<file path="config.mk">
export PLATFORM = sky130hd
export DESIGN_NAME = d_brresolve
export DESIGN_NICKNAME = d
export VERILOG_FILES = /design/src/rtl/d_brresolve.sv
export SDC_FILE = /design/constraint.sdc
export NUM_CORES = 1
export LEC_CHECK = 0
export ABC_AREA = 1
export CORE_ASPECT_RATIO = 1.1
export CORE_MARGIN = 5
export CORE_UTILIZATION = 28
export CTS_CLUSTER_DIAMETER = 200
export DETAILED_ROUTE_END_ITERATION = 8
export PLACE_DENSITY_LB_ADDON = 0.05
export SLEW_MARGIN = 20
export SYNTH_ARGS = -nofsm -noshare
export SYNTH_HDL_FRONTEND = slang
export SYNTH_SLANG_ARGS = --single-unit
</file>
<file path="constraint.sdc">
create_clock -name clk -period 10.87 [get_ports clk]
set_input_delay 2.7175 -clock clk [delete_from_list [all_inputs] [get_ports clk]]
set_output_delay 2.7175 -clock clk [all_outputs]
set_load 0.01 [all_outputs]
</file>
<file path="src/rtl/d_brresolve.sv">
// Branch resolution for a two-slot decode stage: holds a branch across operand hazards,
// computes the real next PC, flags mispredictions and (with BRRES_BHT_EN) trains a 2-bit BHT.
module d_brresolve #(
    parameter int PC_W      = 13,
    parameter int BHT_DEPTH = 64
) (
    input  logic            clk,
    input  logic            rst_n,
    input  logic [1:0]      br_sel,
    input  logic [PC_W-1:0] pc1,
    input  logic [PC_W-1:0] pc2,
    input  logic [31:0]     imm1,
    input  logic [31:0]     imm2,
    input  logic [1:0]      jump_code1,
    input  logic [1:0]      jump_code2,
    input  logic [2:0]      branch_code1,
    input  logic [2:0]      branch_code2,
    input  logic [PC_W-1:0] pc_predicted,
    input  logic [31:0]     rs1_data,
    input  logic [31:0]     rs2_data,
    input  logic            cannot_calcpc,
    input  logic            flush,
    input  logic [PC_W-1:0] lookup_pc,
    output logic            pred_taken,
    output logic            d_stall,
    output logic            res_valid,
    output logic [PC_W-1:0] true_pc,
    output logic            fail_predict,
    output logic [15:0]     mispred_cnt
);

    localparam logic [1:0] JC_NONE   = 2'b00;
    localparam logic [1:0] JC_BRANCH = 2'b01;
    localparam logic [1:0] JC_JALR   = 2'b11;

    typedef enum logic {S_IDLE, S_HOLD} state_t;

    state_t          r_state;
    state_t          w_next_state;
    logic            w_resolve;
    logic            w_capture;

    logic [PC_W-1:0] r_pc;
    logic [PC_W-1:0] r_imm;
    logic [1:0]      r_jc;
    logic [2:0]      r_bc;
    logic [PC_W-1:0] r_pred;

    logic [PC_W-1:0] r_true_pc;
    logic            r_res_valid;
    logic            r_fail;
    logic [15:0]     r_cnt;

    // Slot select: bit 1 picks slot 2, so 11 behaves as slot 2.
    logic            w_slot2;
    logic [1:0]      w_live_jc;
    logic [PC_W-1:0] w_live_pc;
    logic [PC_W-1:0] w_live_imm;
    logic [2:0]      w_live_bc;

    assign w_slot2    = br_sel[1];
    assign w_live_jc  = (br_sel == 2'b00) ? JC_NONE : (w_slot2 ? jump_code2 : jump_code1);
    assign w_live_pc  = w_slot2 ? pc2 : pc1;
    assign w_live_imm = w_slot2 ? imm2[PC_W+1:2] : imm1[PC_W+1:2];
    assign w_live_bc  = w_slot2 ? branch_code2 : branch_code1;

    // Resolution operands come from the held copy while in HOLD, else from the live slot.
    logic            w_use_held;
    logic [PC_W-1:0] w_pc;
    logic [PC_W-1:0] w_imm;
    logic [1:0]      w_jc;
    logic [2:0]      w_bc;
    logic [PC_W-1:0] w_pred;

    assign w_use_held = (r_state == S_HOLD);
    assign w_pc       = w_use_held ? r_pc   : w_live_pc;
    assign w_imm      = w_use_held ? r_imm  : w_live_imm;
    assign w_jc       = w_use_held ? r_jc   : w_live_jc;
    assign w_bc       = w_use_held ? r_bc   : w_live_bc;
    assign w_pred     = w_use_held ? r_pred : pc_predicted;

    always_comb begin
        // NOTE: every output of this block gets a default first so no latch is inferred.
        w_next_state = r_state;
        w_resolve    = 1'b0;
        w_capture    = 1'b0;
        case (r_state)
            S_IDLE: begin
                if (!flush && (w_live_jc != JC_NONE)) begin
                    if (cannot_calcpc) begin
                        w_capture    = 1'b1;
                        w_next_state = S_HOLD;
                    end else begin
                        w_resolve = 1'b1;
                    end
                end
            end
            S_HOLD: begin
                if (flush) begin
                    w_next_state = S_IDLE;
                end else if (!cannot_calcpc) begin
                    w_resolve    = 1'b1;
                    w_next_state = S_IDLE;
                end
            end
            default: w_next_state = S_IDLE;
        endcase
    end

    logic w_cond;
    always_comb begin
        w_cond = 1'b0;
        case (w_bc)
            3'b000:  w_cond = (rs1_data == rs2_data);
            3'b001:  w_cond = (rs1_data != rs2_data);
            3'b100:  w_cond = ($signed(rs1_data) <  $signed(rs2_data));
            3'b101:  w_cond = ($signed(rs1_data) >= $signed(rs2_data));
            3'b110:  w_cond = (rs1_data <  rs2_data);
            3'b111:  w_cond = (rs1_data >= rs2_data);
            default: w_cond = 1'b0;
        endcase
    end

    logic            w_taken;
    logic [PC_W-1:0] w_target;
    logic [PC_W-1:0] w_true_pc;
    logic            w_fail;

    assign w_taken   = w_jc[1] || ((w_jc == JC_BRANCH) && w_cond);
    assign w_target  = ((w_jc == JC_JALR) ? rs1_data[PC_W+1:2] : w_pc) + w_imm;
    assign w_true_pc = w_taken ? w_target : (w_pc + PC_W'(1));
    assign w_fail    = (w_true_pc != w_pred);

    // NOTE: sequential state uses non-blocking assignments so all flops update together.
    always_ff @(posedge clk or negedge rst_n) begin
        if (!rst_n) begin
            r_state     <= S_IDLE;
            r_pc        <= '0;
            r_imm       <= '0;
            r_jc        <= JC_NONE;
            r_bc        <= '0;
            r_pred      <= '0;
            r_true_pc   <= '0;
            r_res_valid <= 1'b0;
            r_fail      <= 1'b0;
            r_cnt       <= '0;
        end else begin
            r_state     <= w_next_state;
            r_res_valid <= w_resolve;
            if (w_capture) begin
                r_pc   <= w_live_pc;
                r_imm  <= w_live_imm;
                r_jc   <= w_live_jc;
                r_bc   <= w_live_bc;
                r_pred <= pc_predicted;
            end
            if (w_resolve) begin
                r_true_pc <= w_true_pc;
                r_fail    <= w_fail;
                if (w_fail && (r_cnt != 16'hFFFF))
                    r_cnt <= r_cnt + 16'd1;
            end
        end
    end

    assign d_stall      = (r_state == S_HOLD);
    assign res_valid    = r_res_valid;
    assign true_pc      = r_true_pc;
    assign fail_predict = r_fail;
    assign mispred_cnt  = r_cnt;

`ifdef BRRES_BHT_EN
    localparam int IDX_W = $clog2(BHT_DEPTH);

    logic [1:0]       r_bht [BHT_DEPTH];
    logic [IDX_W-1:0] w_upd_idx;
    logic             w_upd;

    assign w_upd_idx = w_pc[IDX_W-1:0];
    assign w_upd     = w_resolve && (w_jc == JC_BRANCH);

    // NOTE: the table must come out of reset weakly not-taken, so it is built from resettable flops, not RAM.
    always_ff @(posedge clk or negedge rst_n) begin
        if (!rst_n) begin
            for (int i = 0; i < BHT_DEPTH; i++)
                r_bht[i] <= 2'b01;
        end else if (w_upd) begin
            if (w_cond && (r_bht[w_upd_idx] != 2'b11))
                r_bht[w_upd_idx] <= r_bht[w_upd_idx] + 2'b01;
            else if (!w_cond && (r_bht[w_upd_idx] != 2'b00))
                r_bht[w_upd_idx] <= r_bht[w_upd_idx] - 2'b01;
        end
    end

    assign pred_taken = r_bht[lookup_pc[IDX_W-1:0]][1];
`else
    assign pred_taken = 1'b0;
`endif

    // Only imm[PC_W+1:2] matters in word-PC arithmetic; lookup_pc is partly or wholly unused.
    logic w_unused;
    assign w_unused = ^{imm1, imm2, lookup_pc};

endmodule
</file>
==> results.md, run 1 <==
- The data required time of the worst path is 11.11 ns.
- The die covers 26,600 um2.
- Yosys attributes the largest share of cell area to dfrtp_1, nand2_1, ha_1.
- Timing analysis after detailed placement gives a worst setup slack of about 3.3 ns.
- Based on the critical path, the design can be clocked at up to 141 MHz.
- The top-level port count is 229.
- Entering global routing, the biggest net connects 67 pins.
- The worst max-slew margin expressed relative to the limit is slightly above 40%.
- The count of nets left with antenna violations once routing finished came out at 0.
- Setup repair after global routing left no endpoint under its margin.
- The post-CTS resize count is 0.
- Port buffering added 176 buffers.
- The sequential element share of the synthesized area is 29.0%.
- The horizontal extent of the die is 156 um.
- By startpoint and endpoint, the worst setup path is classified as input pin to flip-flop.
- The number of sinks driven by the clock tree is 76.
- In this run the vertical extent of the chip is 171 um.
- The post-cts hold buffer count is 0.
- The initial cell density of the core is 28.5%.
- In the final layout, the share of cells above drive strength 1 is 5.80%.
- The final max-slew violation count was 0.
- At the end of the flow, the number of nets in the layout was about 1,400.
- Max-cap violations in this run came to 0.
- The filler cells instantiated in the layout total between 2,000 and 2,500.
- The clock tree synthesis step divided the H-tree into 3 levels.
- The worst min-delay path category is flip-flop to flip-flop.
- Counting both buffers and inverters, the worst setup path holds a total of 5.
- After the first detailed-routing iteration, the DRC count stood at 314.
- The total DRC errors in the routed layout is 0.
- The area of the core region is 23,000 um2.
- The actual transition at the worst max-transition pin is 0.885 ns.
- The total iterations of the first detailed-routing run is 4.
- Final hold analysis gives a worst-case slack of 0.470 ns.
- The number of antenna cells inserted is 0.
- The buffer count from post-CTS setup fixing is 0.
- The final period utilization is roughly two thirds.
- The cell count after synthesis came out at 992.
- The average instance area after synthesis is 6.62 um2.
- The number of global-route vias before repair is 6,417.
- The row count is 58.
- The share of total power dissipated in sequential elements is 32.0%.
- The power density over the cells is 132 nW/um2.
- The number of buffers inserted during clock tree synthesis is 9.
- After global routing the overflow that remains totals 0.
- The root buffer cell is clkbuf_16.
- The aggregate negative setup slack is 0 ns.
- For this run, the leading register cell type out of synthesis is dfrtp_1.
- Internal power comes to around 0.00074 W.
- On the worst path, the slowest cell contributes a delay of 0.52 ns.
- The fraction of post-synthesis cell area in the top cell type by area is 29.0%.
- The Yosys warning count is 0.
- The total routing resource utilization after global routing is 15.7%.
- The final route contains 6,448 vias.
- The most used standard cell by instance count after synthesis is nand2_1.
- The switching power share of the total is 36.8%.
- The HPWL reported at the end of detailed placement is 16.3 mm.
- The cell with the largest stage delay on the worst path is clkdlybuf4s50_1.
- The gate family responsible for the most delay along the worst path is compound AO/OA/AOI/OAI gates.
- The growth of design area from synthesis to finish is 34.9%.
- The final critical-path required period is 7.10 ns.
- The CTS tree is done.
- The nature of the critical path startpoint is an input pin.
- For this design the total switching power over the nets is 0.000431 W.
- The number of synthesized flops with an enable pin is 0.
- After detailed routing, the average wire length per cell comes to ~14 um.
- The final setup skew is approximately 0.011 ns.
- Sorting the synthesized cells by how often they occur yields nand2_1, inv_1, o21ai_0.
- The average via count per standard cell is 4.43.
- The worst-case IR drop observed on VDD is between 50 and 60 uV.
- The longest clock path from root to sink contains 2 buffers.
- The cell type with the highest aggregate area in the netlist is dfrtp_1.
- Setup violations remaining at the end of the flow were counted as 0.
- The number of nets in the synthesized netlist is ~1,200.
- Along the worst path, the maximum fanout reaches 23.
- The final layout contains routed wiring with a total length of 20.5 mm.
- Counting stages on the worst path, the most repeated cell is nand2_1.
- The part of the power in the clock network is 27.2%.
- The minimum setup slack in the final design is 3.77 ns.
- Total power for the finished layout comes to 0.00117 W.
- The analysis attributes to cell leakage a power of 4.42 nW.
- The number of flip-flops and latches in the synthesized netlist is 76.
- The number of endpoints with negative hold slack in the final report came to 0.
- At the worst endpoint, the arrival time is 7.33 ns.
- The flow ran to the end, and the final reports show no timing, DRC or antenna violations.
- After clock tree synthesis, the clock-pin slew on the worst setup and hold paths is ~0.070 ns.
- The first global-routing pass estimated 33.1 mm of wire.
- At the end of routability-driven placement, the weighted congestion stood at ~0.79.
- The combinational fraction of design power is 40.8%.
- After synthesis the cells add up to 6570 um2.
- Clock latency on the worst-skew pair, taken at its later pin, is about 0.35 ns.
- The number of distinct standard cells referenced by the synthesized netlist is 40.
- Counting flops with an async set or reset pin after synthesis yields a share of 100%.
- The category of the worst setup path capture point is a flip-flop.
- The initial antenna violation count is 0.
[cells by family after synthesis]
group                      count (synthesis)  synth area share, %
DFF                                       76                 29.0
adders and majority gates                 47                 9.07
buffers and inverters                    170                 10.8
AOI/OAI and AO/OA                        137                 11.1
muxes                                      3                0.457
and+or+nand+nor                          519                 34.3
other                                      1               0.0571
xor gates and xnor gates                  39                 5.20
[cell type report]
type                    count  area [um2]  area share (%)
clock inverters             6        70.1           0.791
inverters                 133         499            5.63
clock buffers              10         239            2.70
well taps                 300         375            4.24
multi-input cells         746        3960            44.7
repair buffers            184        1820            20.5
flip-flops and latches     76        1900            21.5
[flip-flops by register name (all words and copies together) (netlist names)]
signal,cells
mispred_cnt,16
r_imm,13
r_pc,13
r_pred,13
true_pc,13
r_bc,3
r_jc,2
d_stall,1
fail_predict,1
res_valid,1
[stage by stage]
stage / instances / util, % / instance area (um2)
finish: 1455 / 38.5 / 8860
global route: 1455 / 38.5 / 8860
CTS: 1455 / 38.5 / 8860
detailed placement: 1439 / 37.2 / 8550
global placement: 1439 / 37.2 / 8550
floorplan: 992 / - / 6570
[worst register-to-register path, delay by kind of cell, from the launching register on]
kind / cells / cell delay, ns
buf+inv: 4 / 0.85
flops: 1 / 0.82
simple gates: 13 / 1.29
xor+xnor: 1 / 0.29
compound gates: 7 / 1.20
fa+ha+maj: 2 / 0.58
[layout by cell type, fill, tap and decap left out, drive strengths merged]
| master | instances |
|---|---|
| a21o | 2 |
| a21oi | 26 |
| a31oi | 1 |
| and2 | 1 |
| buf | 9 |
| bufinv | 1 |
| clkbuf | 10 |
| clkdlybuf4s50 | 175 |
| clkinv | 2 |
| clkinvlp | 3 |
| conb | 1 |
| dfrtp | 76 |
| fa | 1 |
| ha | 46 |
| inv | 133 |
| mux2i | 3 |
| nand2 | 379 |
| nand3 | 56 |
| nand3b | 5 |
| nand4 | 21 |
| nor2 | 34 |
| nor3 | 11 |
| nor4 | 5 |
| o21a | 4 |
| o21ai | 102 |
| o21bai | 2 |
| or2 | 7 |
| xnor2 | 13 |
| xor2 | 26 |
[worst paths after layout]
path                                       start                     endpoint  slack [ns]  depth (start not counted)
max                                    br_sel[1]  mispred_cnt[12]$_DFFE_PN0P_        3.77                         29
min                        r_pred[3]$_DFFE_PN0P_        r_pred[3]$_DFFE_PN0P_        0.47                          2
max reg2reg                    d_stall$_DFF_PN0_  mispred_cnt[12]$_DFFE_PN0P_        5.72                         27
min reg2reg                r_pred[3]$_DFFE_PN0P_        r_pred[3]$_DFFE_PN0P_        0.47                          2
max in group asynchronous                  rst_n          r_pc[8]$_DFFE_PN0P_        7.56                          2
min in group asynchronous                  rst_n       true_pc[0]$_DFFE_PN0P_        2.24                          1
[layer usage]
layer	routed length, um	global-route usage [%]	part of all wire [%]	up-vias
li1	-	-	-	3457
met1	9330	20.2	46	2829
met2	9480	25.7	46	145
met3	1390	4.48	6.8	17
met4	284	4.23	1.4	0
met5	0	0	0	-
[power groups by stage]
stage | Sequential, W | Combinational (W) | Clock, W
3_5_place_dp | 0.000381 | 0.000485 | 0
5_1_grt | 0.000384 | 0.000548 | 0.000344
2_1_floorplan | 0.000385 | 0.000286 | 0
3_3_place_gp | 0.000380 | 0.000482 | 0
4_1_cts | 0.000376 | 0.000487 | 0.000334
6_report | 0.000375 | 0.000478 | 0.000319
Note: power is estimated with default switching activity, not from simulation.
==> run 2: changes to the inputs <==
Clock period 10.87 ns to 6.1 ns, I/O delays scaled along.
==> results.md, run 2 (synthesized netlist as in run 1, its figures left out) <==
- The post-cts hold buffer count was 0 (unchanged).
- The top-level port count is 229 (unchanged).
- The detailed route wirelength on metal3 is 1.44 mm (was 1.39 mm).
- The CTS tree is done (unchanged).
- Outcome: finished, final reports clean (unchanged).
- The number of flip-flops in the largest register is 16 (unchanged).
- The number of global-route vias before repair is 6,227 (was 6,417).
- The count of buffer and inverter cells on the critical path came to 4 (was 5).
- The final setup skew was 0.0117 ns (was 0.0110 ns).
- The length of routed wiring on met1 is 9.21 mm (was 9.33 mm).
- The maximum number of pins on one net before global-route repair came to 57 (was 67).
- The total DRC errors in the routed layout was 0 (unchanged).
- The actual transition at the worst max-transition pin is 0.872 ns (was 0.885 ns).
- The overall overflow remaining after global route was 0 (unchanged).
- The average detailed-routed wire length per instance is 13.9 um (was 14.1 um).
- The routed wire length on met2 is 9.36 mm (was 9.48 mm).
- The switching power share of the total came to 37.3% (was 36.8%).
- The total iterations of the first detailed-routing run is 5 (was 4).
- The maximum achievable frequency is ~180 MHz.
- The number of buffers on the longest clock path is 2 (unchanged).
- The total routing resource utilization after global routing is 15.3% (was 15.7%).
- The number of H-tree levels was 3 (unchanged).
- The final critical-path required period is 5.51 ns.
- The buffer count from post-CTS setup fixing is 0 (unchanged).
- The final period utilization is 90.4%.
- The horizontal extent of the die came to 156 um (unchanged).
- The cell seen most often among critical-path stages is nand2_1 (unchanged).
- The worst max-slew margin expressed relative to the limit is 41.7% (was 40.9%).
- The full die area was 26,600 um2 (unchanged).
- The net total in the final layout was 1,402 (was 1,393).
- The power share of the sequential group is 32.3% (was 32.0%).
- The row count is 58 (unchanged).
- The quantity of I/O buffers inserted on ports is 176 (unchanged).
- The initial cell density of the core is 28.5% (unchanged).
- The reported max-cap violation count is 0 (unchanged).
- The nature of the critical path startpoint is an input pin (unchanged).
- The violation count after the first detailed-routing iteration is 264 (was 314).
- The first-pass GRT wire length is 32.3 mm (was 33.1 mm).
- The share of final-layout standard cells stronger than drive strength 1 is 6.53% (was 5.80%).
- The growth of design area from synthesis to finish is 36.0% (was 34.9%).
- The die outline height is 171 um (unchanged).
- The insertion delay to the later sink of the worst-skew pair is 0.35 ns (about the same).
- The remaining antenna violation count after routing came to 0 (unchanged).
- The average via count per standard cell is 4.41 (was 4.43).
- The critical path start-end classification was input pin to flip-flop (unchanged).
- The root buffer cell is clkbuf_16 (unchanged).
- The arrival time at the worst endpoint is 5.74 ns (was 7.33 ns).
- The weighted congestion at the end of routability-driven global placement is 0.833 (was 0.794).
- The most common library cell in the layout ignoring fill and taps is nand2_1 (unchanged).
- Leading cell types in the layout, fill and taps excluded: nand2_1, clkdlybuf4s50_1, inv_1 (unchanged).
- The number of endpoints with negative hold slack in the final report is 0 (unchanged).
- The gate family responsible for the most delay along the worst path is compound AO/OA/AOI/OAI gates (unchanged).
- Setup repair after global routing missed its margin: false (unchanged).
- The total vias in the final route was 6,449 (was 6,448).
- The number of antenna cells inserted is 0 (unchanged).
- The data required time of the worst path is 6.33 ns (was 11.11 ns).
- The clock edge transition at the registers on the reported setup and hold paths is 0.07 ns (about the same).
- The combinational fraction of design power is 42.1% (was 40.8%).
- The core utilization of the finished layout is 38.8% (was 38.5%).
- The net switching power was 0.000767 W (was 0.000431 W).
- The delay of the slowest cell on the worst path was 0.52 ns (about the same).
- The number of buffers inserted during clock tree synthesis was 9 (unchanged).
- The power density over the cells is 231 nW/um2 (was 132 nW/um2).
- The largest voltage drop on the vdd net was 97.1 uV (was 58.3 uV).
- The aggregate negative setup slack is 0 ns (unchanged).
- The HPWL reported at the end of detailed placement is 16.3 mm (about the same).
- The part of the power in the clock network is 25.6% (was 27.2%).
- The minimum setup slack among reg-to-reg paths is 1.71 ns (was 5.72 ns).
- The uppermost signal routing layer after detailed routing is met4 (unchanged).
- The biggest fanout along the worst timing path is 21 (was 23).
- The number of sinks driven by the clock tree is 76 (unchanged).
- The final max-slew violation count is 0 (unchanged).
- The sum of routed wire length over all layers is 20.4 mm (was 20.5 mm).
- The category of the worst setup path capture point is a flip-flop (unchanged).
- The worst min-delay path category is flip-flop to flip-flop (unchanged).
- The area of the core region was 23,000 um2 (unchanged).
- The reported leakage power is 4.47 nW (was 4.42 nW).
- The final setup violation count came to 0 (unchanged).
- The cell with the largest stage delay on the worst path is clkdlybuf4s50_1 (unchanged).
- The internal power of the cells is 0.00129 W (was 0.000741 W).
- The initial antenna violation count is 0 (unchanged).
- The post-CTS resize count is 0 (unchanged).
## run 2: changes by cell type in the layout (fill, tap and decap cells not counted), sizes merged
cell | previous run | this run
bufinv | 1 | 0
inv | 133 | 132
clkinvlp | 3 | 1
buf | 9 | 18
clkinv | 2 | 6
## run 2: worst paths after layout
kind / depth (start not counted) / start / to
min in group asynchronous: 1 / rst_n / res_valid$_DFF_PN0_
min reg2reg: 2 / r_pred[7]$_DFFE_PN0P_ / r_pred[7]$_DFFE_PN0P_
max in group asynchronous: 2 / rst_n / r_pc[5]$_DFFE_PN0P_
min: 2 / r_pred[7]$_DFFE_PN0P_ / r_pred[7]$_DFFE_PN0P_
max reg2reg: 26 / d_stall$_DFF_PN0_ / mispred_cnt[13]$_DFFE_PN0P_
max: 26 / br_sel[1] / mispred_cnt[13]$_DFFE_PN0P_
## run 2: routing by layer
layer | global-route usage [%] | up-vias
li1 | - | 3477
met1 | 19.4 | 2813
met2 | 25.3 | 143
met3 | 4.20 | 16
met4 | 5.14 | 0
met5 | 0 | -
## run 2: final cells by class
| cell class | count | area [um2] |
|---|---|---|
| clock inverters | 6 | 47.5 |
| flip-flops and latches | 76 | 1900 |
| clock buffers | 10 | 239 |
| multi-input cells | 746 | 3960 |
| fillers | 2445 | 14100 |
| inverters | 133 | 499 |
| well taps | 300 | 375 |
| repair buffers | 193 | 1910 |
## run 2: power groups by stage
stage               Clock (W)  Sequential, W  Combinational [W]
floorplan                   0       0.000687           0.000509
global placement            0       0.000674           0.000876
detailed placement          0       0.000675           0.000880
CTS                  0.000551       0.000667           0.000884
global route         0.000562       0.000680           0.000988
finish               0.000527       0.000665           0.000867
## run 2: through the flow
| step | instances | instance area [um2] | power (W) | setup slack [ns] | hold WS (ns) |
|---|---|---|---|---|---|
| floorplan | 992 | 6570 | 0.00120 | 1.04 | 0.441 |
| global placement | 1448 | 8650 | 0.00155 | 0.140 | 0.454 |
| detailed placement | 1448 | 8650 | 0.00156 | 0.129 | 0.465 |
| CTS | 1464 | 8930 | 0.00210 | 0.508 | 0.480 |
| global route | 1464 | 8930 | 0.00223 | 0.0666 | 0.486 |
| finish | 1464 | 8930 | 0.00206 | 0.586 | 0.477 |
## run 2: worst min-delay path: cells and delay by family (launching register included)
family / cells / cell delay [ns]
flops: 1 / 0.34
simple gates: 2 / 0.11
